## config.mk

```make
export PLATFORM = sky130hd
export DESIGN_NAME = trig_gen_n
export DESIGN_NICKNAME = d
export VERILOG_FILES = /design/src/rtl/trig_pkg.sv /design/src/rtl/trig_popcount.sv /design/src/rtl/trig_gen_n.sv
export SDC_FILE = /design/constraint.sdc
export NUM_CORES = 1
export LEC_CHECK = 0
export BUFFER_PORTS_ARGS = -buffer_cell sky130_fd_sc_hd__buf_4
export CAP_MARGIN = 20
export CORE_ASPECT_RATIO = 1.75
export CORE_MARGIN = 5
export CORE_UTILIZATION = 60
export CTS_BUF_LIST = sky130_fd_sc_hd__clkbuf_8 sky130_fd_sc_hd__clkbuf_16
export DETAILED_ROUTE_END_ITERATION = 8
export PLACE_DENSITY = 0.82
export SYNTH_ARGS = -nofsm -noshare
export SYNTH_HDL_FRONTEND = slang
export SYNTH_HIERARCHICAL = 1
export SYNTH_SLANG_ARGS = --single-unit
export TNS_END_PERCENT = 50
```

## constraint.sdc

```tcl
create_clock -name init_clk -period 5.18 [get_ports init_clk]
set_input_delay 0 -clock init_clk [delete_from_list [all_inputs] [get_ports init_clk]]
set_output_delay 0 -clock init_clk [all_outputs]
set_load 0.03 [all_outputs]
```

## src/rtl/trig_pkg.sv

```systemverilog
// ---------------------------------------------------------------------------
// trig_pkg
// Shared encodings for the trigger generator:
//   trig_mode_e  - trigger source selection (external, cyclic, masked-OR,
//                  multiplicity)
//   trig_state_e - pulse FSM states (IDLE, FIRE, HOLD)
// ---------------------------------------------------------------------------
package trig_pkg;

    typedef enum logic [1:0] {
        MODE_EXT  = 2'b00,
        MODE_CYC  = 2'b01,
        MODE_OR   = 2'b10,
        MODE_MULT = 2'b11
    } trig_mode_e;

    typedef enum logic [1:0] {
        ST_IDLE = 2'b00,
        ST_FIRE = 2'b01,
        ST_HOLD = 2'b10
    } trig_state_e;

endpackage

```

## src/rtl/trig_popcount.sv

```systemverilog
// ---------------------------------------------------------------------------
// trig_popcount
// Registered population count of an NCH-bit vector.
// Ports:
//   i_clk   - clock
//   i_rst   - synchronous active-high reset (clears the count)
//   i_bits  - input vector
//   o_count - number of set bits in i_bits, one clock later
// ---------------------------------------------------------------------------
module trig_popcount #(
    parameter int NCH = 8
) (
    input  logic                       i_clk,
    input  logic                       i_rst,
    input  logic [NCH-1:0]             i_bits,
    output logic [$clog2(NCH+1)-1:0]   o_count
);

    localparam int PCW = $clog2(NCH+1);

    logic [PCW-1:0] w_sum;
    logic [PCW-1:0] r_count;

    always_comb begin
        w_sum = '0;
        for (int i = 0; i < NCH; i++) begin
            w_sum = w_sum + PCW'(i_bits[i]);
        end
    end

    always_ff @(posedge i_clk) begin
        if (i_rst) r_count <= '0;
        else       r_count <= w_sum;
    end

    assign o_count = r_count;

endmodule

```

## src/rtl/trig_gen_n.sv

```systemverilog
// ---------------------------------------------------------------------------
// trig_gen_n
// Trigger generator: selects a candidate source, detects its rising edge,
// and issues a PW-clock trigger pulse followed by a holdoff dead time.
// Input-to-trig_out latency is 2 clocks in every mode.
// Optional feature macro: TRIG_GEN_PRESCALE_EN adds input prescale[7:0];
// only every (prescale+1)th non-rejected candidate then fires.
// Ports:
//   init_clk      - clock
//   reset_i       - synchronous active-high reset
//   trigger_stun  - drop new candidates (uncounted) while high
//   trig_mode     - 00 external, 01 cyclic, 10 masked-OR, 11 multiplicity
//   cyc_period    - cyclic period exponent (bit min(cyc_period+4,31))
//   mult_thr      - multiplicity threshold (0 = never)
//   chan_mask     - per-channel enable for modes 10/11
//   overth        - per-channel over-threshold flags
//   trig_in       - external trigger
//   holdoff       - dead clocks after each pulse (sampled on FIRE entry)
//   prescale      - (TRIG_GEN_PRESCALE_EN only) prescale factor minus one
//   trig_out      - trigger pulse, high in FIRE
//   cyctrig_pls   - cyclic square wave
//   trig_cnt      - issued triggers (wrapping)
//   lost_cnt      - candidates rejected while busy (saturating)
//   busy          - FSM in FIRE or HOLD
//   state_dbg     - current FSM state (trig_state_e encoding)
// ---------------------------------------------------------------------------
module trig_gen_n
    import trig_pkg::*;
#(
    parameter int NCH       = 8,
    parameter int PW        = 10,
    parameter int RST_BLOCK = 256,
    parameter int HW        = 8
) (
    input  logic                       init_clk,
    input  logic                       reset_i,
    input  logic                       trigger_stun,
    input  logic [1:0]                 trig_mode,
    input  logic [4:0]                 cyc_period,
    input  logic [$clog2(NCH+1)-1:0]   mult_thr,
    input  logic [NCH-1:0]             chan_mask,
    input  logic [NCH-1:0]             overth,
    input  logic                       trig_in,
    input  logic [HW-1:0]              holdoff,
`ifdef TRIG_GEN_PRESCALE_EN
    input  logic [7:0]                 prescale,
`endif
    output logic                       trig_out,
    output logic                       cyctrig_pls,
    output logic [31:0]                trig_cnt,
    output logic [15:0]                lost_cnt,
    output logic                       busy,
    output logic [1:0]                 state_dbg
);

    localparam int PCW  = $clog2(NCH+1);
    localparam int CNTW = (HW > 8) ? HW : 8;

    // Input pipeline: stage 1 registers raw inputs, stage 2 aligns the
    // external and cyclic sources with the registered popcount.
    logic [NCH-1:0] r_masked;
    logic           r_trig_s1, r_trig_s2;
    logic           r_cyc_s1, r_cyc_s2;
    logic [PCW-1:0] w_pop;

    logic [31:0]    r_free;
    logic [31:0]    r_blk;
    logic [1:0]     r_mode_q;
    logic           r_lvl_prev;
    logic [31:0]    r_trig_cnt;
    logic [15:0]    r_lost;

    logic [4:0]     w_cyc_sel;
    logic           w_cyc_bit;
    logic           w_lvl;
    logic           w_mode_chg;
    logic           w_cand;
    logic           w_live;
    logic           w_reject;
    logic           w_accept_pre;
    logic           w_fire;

    trig_state_e    r_state, w_state_nxt;
    logic [CNTW-1:0] r_cnt, w_cnt_nxt;
    logic [CNTW-1:0] r_hold, w_hold_nxt;

    trig_popcount #(.NCH(NCH)) u_pop (
        .i_clk   (init_clk),
        .i_rst   (reset_i),
        .i_bits  (r_masked),
        .o_count (w_pop)
    );

    always_comb begin
        w_cyc_sel = (cyc_period >= 5'd28) ? 5'd31 : cyc_period + 5'd4;
    end
    assign w_cyc_bit = r_free[w_cyc_sel];

    always_ff @(posedge init_clk) begin
        if (reset_i) begin
            r_masked  <= '0;
            r_trig_s1 <= 1'b0;
            r_trig_s2 <= 1'b0;
            r_cyc_s1  <= 1'b0;
            r_cyc_s2  <= 1'b0;
            r_free    <= '0;
        end else begin
            r_masked  <= overth & chan_mask;
            r_trig_s1 <= trig_in;
            r_trig_s2 <= r_trig_s1;
            r_cyc_s1  <= w_cyc_bit;
            r_cyc_s2  <= r_cyc_s1;
            r_free    <= r_free + 32'd1;
        end
    end

    always_comb begin
        w_lvl = 1'b0;
        case (trig_mode_e'(trig_mode))
            MODE_EXT:  w_lvl = r_trig_s2;
            MODE_CYC:  w_lvl = r_cyc_s2;
            MODE_OR:   w_lvl = (w_pop != '0);
            MODE_MULT: w_lvl = (mult_thr != '0) && (w_pop >= mult_thr);
            default:   w_lvl = 1'b0;
        endcase
    end

    // A mode change clears the edge history and suppresses a candidate in
    // that same clock, so a level already high in the new mode is seen as a
    // fresh rising edge one clock later.
    assign w_mode_chg   = (trig_mode != r_mode_q);
    assign w_cand       = w_lvl && !r_lvl_prev && !w_mode_chg;
    assign w_live       = w_cand && !trigger_stun && (r_blk == '0);
    assign w_reject     = w_live && (r_state != ST_IDLE);
    assign w_accept_pre = w_live && (r_state == ST_IDLE);

`ifdef TRIG_GEN_PRESCALE_EN
    logic [7:0] r_ps;
    always_ff @(posedge init_clk) begin
        if (reset_i || w_mode_chg) r_ps <= '0;
        else if (w_accept_pre)     r_ps <= (r_ps >= prescale) ? 8'd0 : r_ps + 8'd1;
    end
    // >= rather than == so a lowered prescale cannot strand the counter.
    assign w_fire = w_accept_pre && (r_ps >= prescale);
`else
    assign w_fire = w_accept_pre;
`endif

    always_ff @(posedge init_clk) begin
        if (reset_i) begin
            r_blk      <= 32'(RST_BLOCK);
            r_mode_q   <= trig_mode;
            r_lvl_prev <= 1'b0;
            r_trig_cnt <= '0;
            r_lost     <= '0;
        end else begin
            if (r_blk != '0) r_blk <= r_blk - 32'd1;
            r_mode_q   <= trig_mode;
            r_lvl_prev <= w_mode_chg ? 1'b0 : w_lvl;
            if (w_fire) r_trig_cnt <= r_trig_cnt + 32'd1;
            if (w_reject && (r_lost != 16'hFFFF)) r_lost <= r_lost + 16'd1;
        end
    end

    always_ff @(posedge init_clk) begin
        if (reset_i) begin
            r_state <= ST_IDLE;
            r_cnt   <= '0;
            r_hold  <= '0;
        end else begin
            r_state <= w_state_nxt;
            r_cnt   <= w_cnt_nxt;
            r_hold  <= w_hold_nxt;
        end
    end

    // r_cnt counts down the remaining clocks of FIRE, then of HOLD.
    always_comb begin
        w_state_nxt = r_state;
        w_cnt_nxt   = r_cnt;
        w_hold_nxt  = r_hold;
        case (r_state)
            ST_IDLE: begin
                if (w_fire) begin
                    w_state_nxt = ST_FIRE;
                    w_cnt_nxt   = CNTW'(PW - 1);
                    w_hold_nxt  = CNTW'(holdoff);
                end
            end
            ST_FIRE: begin
                if (r_cnt == '0) begin
                    if (r_hold != '0) begin
                        w_state_nxt = ST_HOLD;
                        w_cnt_nxt   = r_hold - CNTW'(1);
                    end else begin
                        w_state_nxt = ST_IDLE;
                    end
                end else begin
                    w_cnt_nxt = r_cnt - CNTW'(1);
                end
            end
            ST_HOLD: begin
                if (r_cnt == '0) w_state_nxt = ST_IDLE;
                else             w_cnt_nxt   = r_cnt - CNTW'(1);
            end
            default: w_state_nxt = ST_IDLE;
        endcase
    end

    assign trig_out    = (r_state == ST_FIRE);
    assign busy        = (r_state != ST_IDLE);
    assign state_dbg   = r_state;
    assign cyctrig_pls = w_cyc_bit;
    assign trig_cnt    = r_trig_cnt;
    assign lost_cnt    = r_lost;

endmodule

```

==> metrics.md <==
| Metric | Value |
|---|---|
| Status | finished, final reports clean |
| Static Leakage | 3.87 nW |
| Port Buffers | 91 |
| Die area | 16000 sq um |
| Setup Skew | 0.00797 ns |
| Setup Fix Bufs, Post-CTS | 0 |
| Nets | 1108 |
| Fillers | 1041 |
| Crit. End Element | flip-flop |
| Antenna violations before repair | 0 |
| Placement Cell Area | 8810 sq um |
| Register area | 2980 sq um |
| I/O pins | 92 |
| Rel. slew slack | 45.6% |
| Critical path required time | 5.48 ns |
| Initial core utilization | 60.7% |
| Worst-skew pair later-pin latency | 0.41 ns |
| Die W | 97.7 um |
| Post-DRT Antenna Nets | 0 |
| CP Launch Type | flip-flop |
| CTS Root Cell | clkbuf_16 |
| GRT Total Usage | 24.1% |
| Routed len/inst | 15.9 um |
| Worst VDD drop | 0.213 mV |
| Worst slack, placed | 2.22 ns |
| Initial DRC count | 271 |
| Vias/cell | 5.95 |
| Max Fclk | 0.325 GHz |
| Hold Path Class | input pin to flip-flop |
| CTS tree | yes |
| Yosys warns | 6 |
| Tcrit/Tclk final | 59.4% |
| Netlist cell types | 79 |
| Ys async rst share | 0% |
| Worst-path fanout max | 19 |
| Final min period | 3.08 ns |
| Drt pass-1 iters | 4 |
| Synth Instances | 950 |
| Commonest non-fill, non-tap cell in the layout | dfxtp_1 |
| Placer Congestion | 0.903 |
| Register share of total power | 42.0% |
| Switching share of power | 28.6% |
| Sequential cell area fraction in the yosys report | 36.9% |
| Mean Syn Cell Area | 8.50 sq um |
| Clk network pwr share | 40.5% |
| GRT overflow | 0 |
| Cell Pwr Density | 309 nW/um^2 |
| Sw Pwr | 0.000859 W |
| Commonest cells after routing, fill and taps aside | dfxtp_1 (149), nor2_1 (115), buf_4 (96), nand3_1 (48), nand2_1 (46) |
| Vias post-DR | 7326 |
| Critical Path AT | 3.37 ns |
| # diodes | 0 |
| Combinational Power Share | 17.5% |
| Placement Rows | 56 |
| Multi-input gate area | 4730 sq um |
| Max Cap Viol | 0 |
| First-pass GRT wire length | 32.3 mm |
| Prevailing post-synth register cell | dfxtp_1 |
| Final Instance Area | 9690 sq um |
| Netlist Area Pre-Place | 8080 sq um |
| Max-slew violations | 0 |
| Worst-path clk slew | 0.06 ns |
| Sinks on Clock Net | 149 |
| Kind of critical path | flip-flop to flip-flop |
| Core Region | 13300 sq um |
| Worst-margin pin slew | 0.815 ns |
| Fin. Hold Viols | 0 |
| Layout cell share with drive strength beyond 1 | 17.4% |
| Cell-internal power | 0.00214 W |
| #FFs+latches synth | 149 |
| Die height | 163 um |
| Routed WL | 19.5 mm |
| Post-CTS sizing | 0 |
| Final WS setup | 2.10 ns |
| Largest net degree at the start of global routing | 84 |
| Deepest clock path buffer count | 2 |
| Syn_nets | 1013 |
| Number of flops mapped to enable cells by yosys | 0 |
| Setup TNS | 0 ns |
| Final setup vio count | 0 |
| CTS Buf Count | 17 |
| Vias in the first global route | 7133 |
| RSZ-0062 raised after global routing | no |
| H-tree levels | 4 |
| Layout area overhead | 20.0% |
| Residual DRC | 0 |
| Post-detail-place hpwl | 13.2 mm |
## cells by family after synthesis
kind of cell	after synthesis	synth area share (%)
flip-flops	149	36.9
buffers and inverters	92	4.49
AND/OR/NAND/NOR	434	29.5
multiplexers	41	5.48
adder cells (fa/ha/maj)	24	4.09
AO/OA/AOI/OAI	146	12.5
XOR/XNOR	64	6.94
## worst paths after layout
kind | startpoint | depth (start not counted) | to | slack [ns]
max | r_blk[16] | 6 | lost_cnt[6] | 2.10
min | reset_i | 2 | u_pop/o_count[1] | 0.09
max reg2reg | r_blk[16] | 6 | lost_cnt[6] | 2.10
min reg2reg | r_trig_s1 | 1 | r_trig_s2 | 0.44
## synthesized netlist by cell type, drive strengths merged, types with 3 or more instances
cell | n | area [sq um]
nor2b | 35 | 219
a21oi | 31 | 155
o211ai | 7 | 52.6
nand3b | 3 | 22.5
fa | 4 | 80.1
nand2 | 47 | 179
mux2 | 26 | 293
a311oi | 3 | 26.3
nand2b | 6 | 37.5
o311ai | 12 | 105
o41ai | 13 | 114
a31oi | 6 | 37.5
xnor2 | 32 | 280
or4 | 15 | 118
nor4b | 6 | 58.8
mux2i | 15 | 150
and2 | 5 | 31.3
ha | 20 | 250
xor2 | 32 | 280
a211oi | 11 | 82.6
nand3 | 49 | 250
o21ai | 25 | 125
o2bb2ai | 3 | 26.3
buf | 10 | 55.1
o221ai | 3 | 26.3
nand4 | 15 | 93.8
nand4b | 5 | 50.0
inv | 42 | 158
nor3b | 5 | 42.5
o22ai | 4 | 25.0
or3 | 19 | 119
and4 | 6 | 52.6
clkbuf | 39 | 146
o31ai | 8 | 60.1
dfxtp | 149 | 2980
nor2 | 116 | 438
nor3 | 25 | 125
nor4 | 26 | 205
o21a | 3 | 22.5
and3 | 31 | 195
or2 | 14 | 87.6
## critical path, cell delays in order, from the launching register on
cell and delay (ns):
dfxtp_1 0.35, nor4_1 0.45, nand4b_2 0.23, or4_4 0.56, a2111o_1 0.61, nor4_1 0.40, mux2_1 0.36
## repair_timing
| action | in CTS | in global routing |
|---|---|---|
| hold buffers | 27 | 0 |
| setup endpoints to repair | 0 | 0 |
| endpoints found under the hold margin | 19 | 0 |
## per-stage QoR
step	hold slack [ns]	power, W	utilization, %	instances
after CTS	0.0939	0.00301	72.6	1229
after global placement	0.158	0.00176	66.2	1171
after floorplan	0.0277	0.00165	-	950
after detailed placement	0.155	0.00177	66.2	1171
final	0.0938	0.00300	72.8	1231
after global routing	0.144	0.00313	72.8	1231
## layout make-up
class / instances / area share [%]
multi-input combinational: 709 / 48.8
clock inverter: 14 / 1.57
tap: 174 / 2.25
inverter: 43 / 1.67
timing repair buffer: 125 / 10.6
clock buffer: 17 / 4.39
sequential: 149 / 30.8
## power groups by stage
stage | Sequential [W] | Combinational [W] | Clock (W)
2_1_floorplan | 0.00127 | 0.000375 | 0
3_3_place_gp | 0.00128 | 0.000478 | 0
3_5_place_dp | 0.00128 | 0.000484 | 0
4_1_cts | 0.00126 | 0.000516 | 0.00123
5_1_grt | 0.00127 | 0.000576 | 0.00129
6_report | 0.00126 | 0.000525 | 0.00121
## per-layer routing
| layer | GRT usage, % | vias up | share of wire [%] |
|---|---|---|---|
| li1 | - | 3621 | - |
| met1 | 25.8 | 3500 | 39 |
| met2 | 45.7 | 152 | 55 |
| met3 | 3.46 | 53 | 3.2 |
| met4 | 11.4 | 0 | 2.9 |
| met5 | 0 | - | 0 |
## state kept, by name, indices dropped and copies added (netlist names)
register       flops
r_trig_s2          1
u_pop/o_count      4
r_cnt              8
trig_cnt          32
r_masked           8
r_cyc_s1           1
r_trig_s1          1
r_free            32
r_mode_q           2
lost_cnt          16
state_dbg          2
r_lvl_prev         1
r_blk             32
r_cyc_s2           1
r_hold             8
No activity file was read; power rests on OpenSTA's default activity.
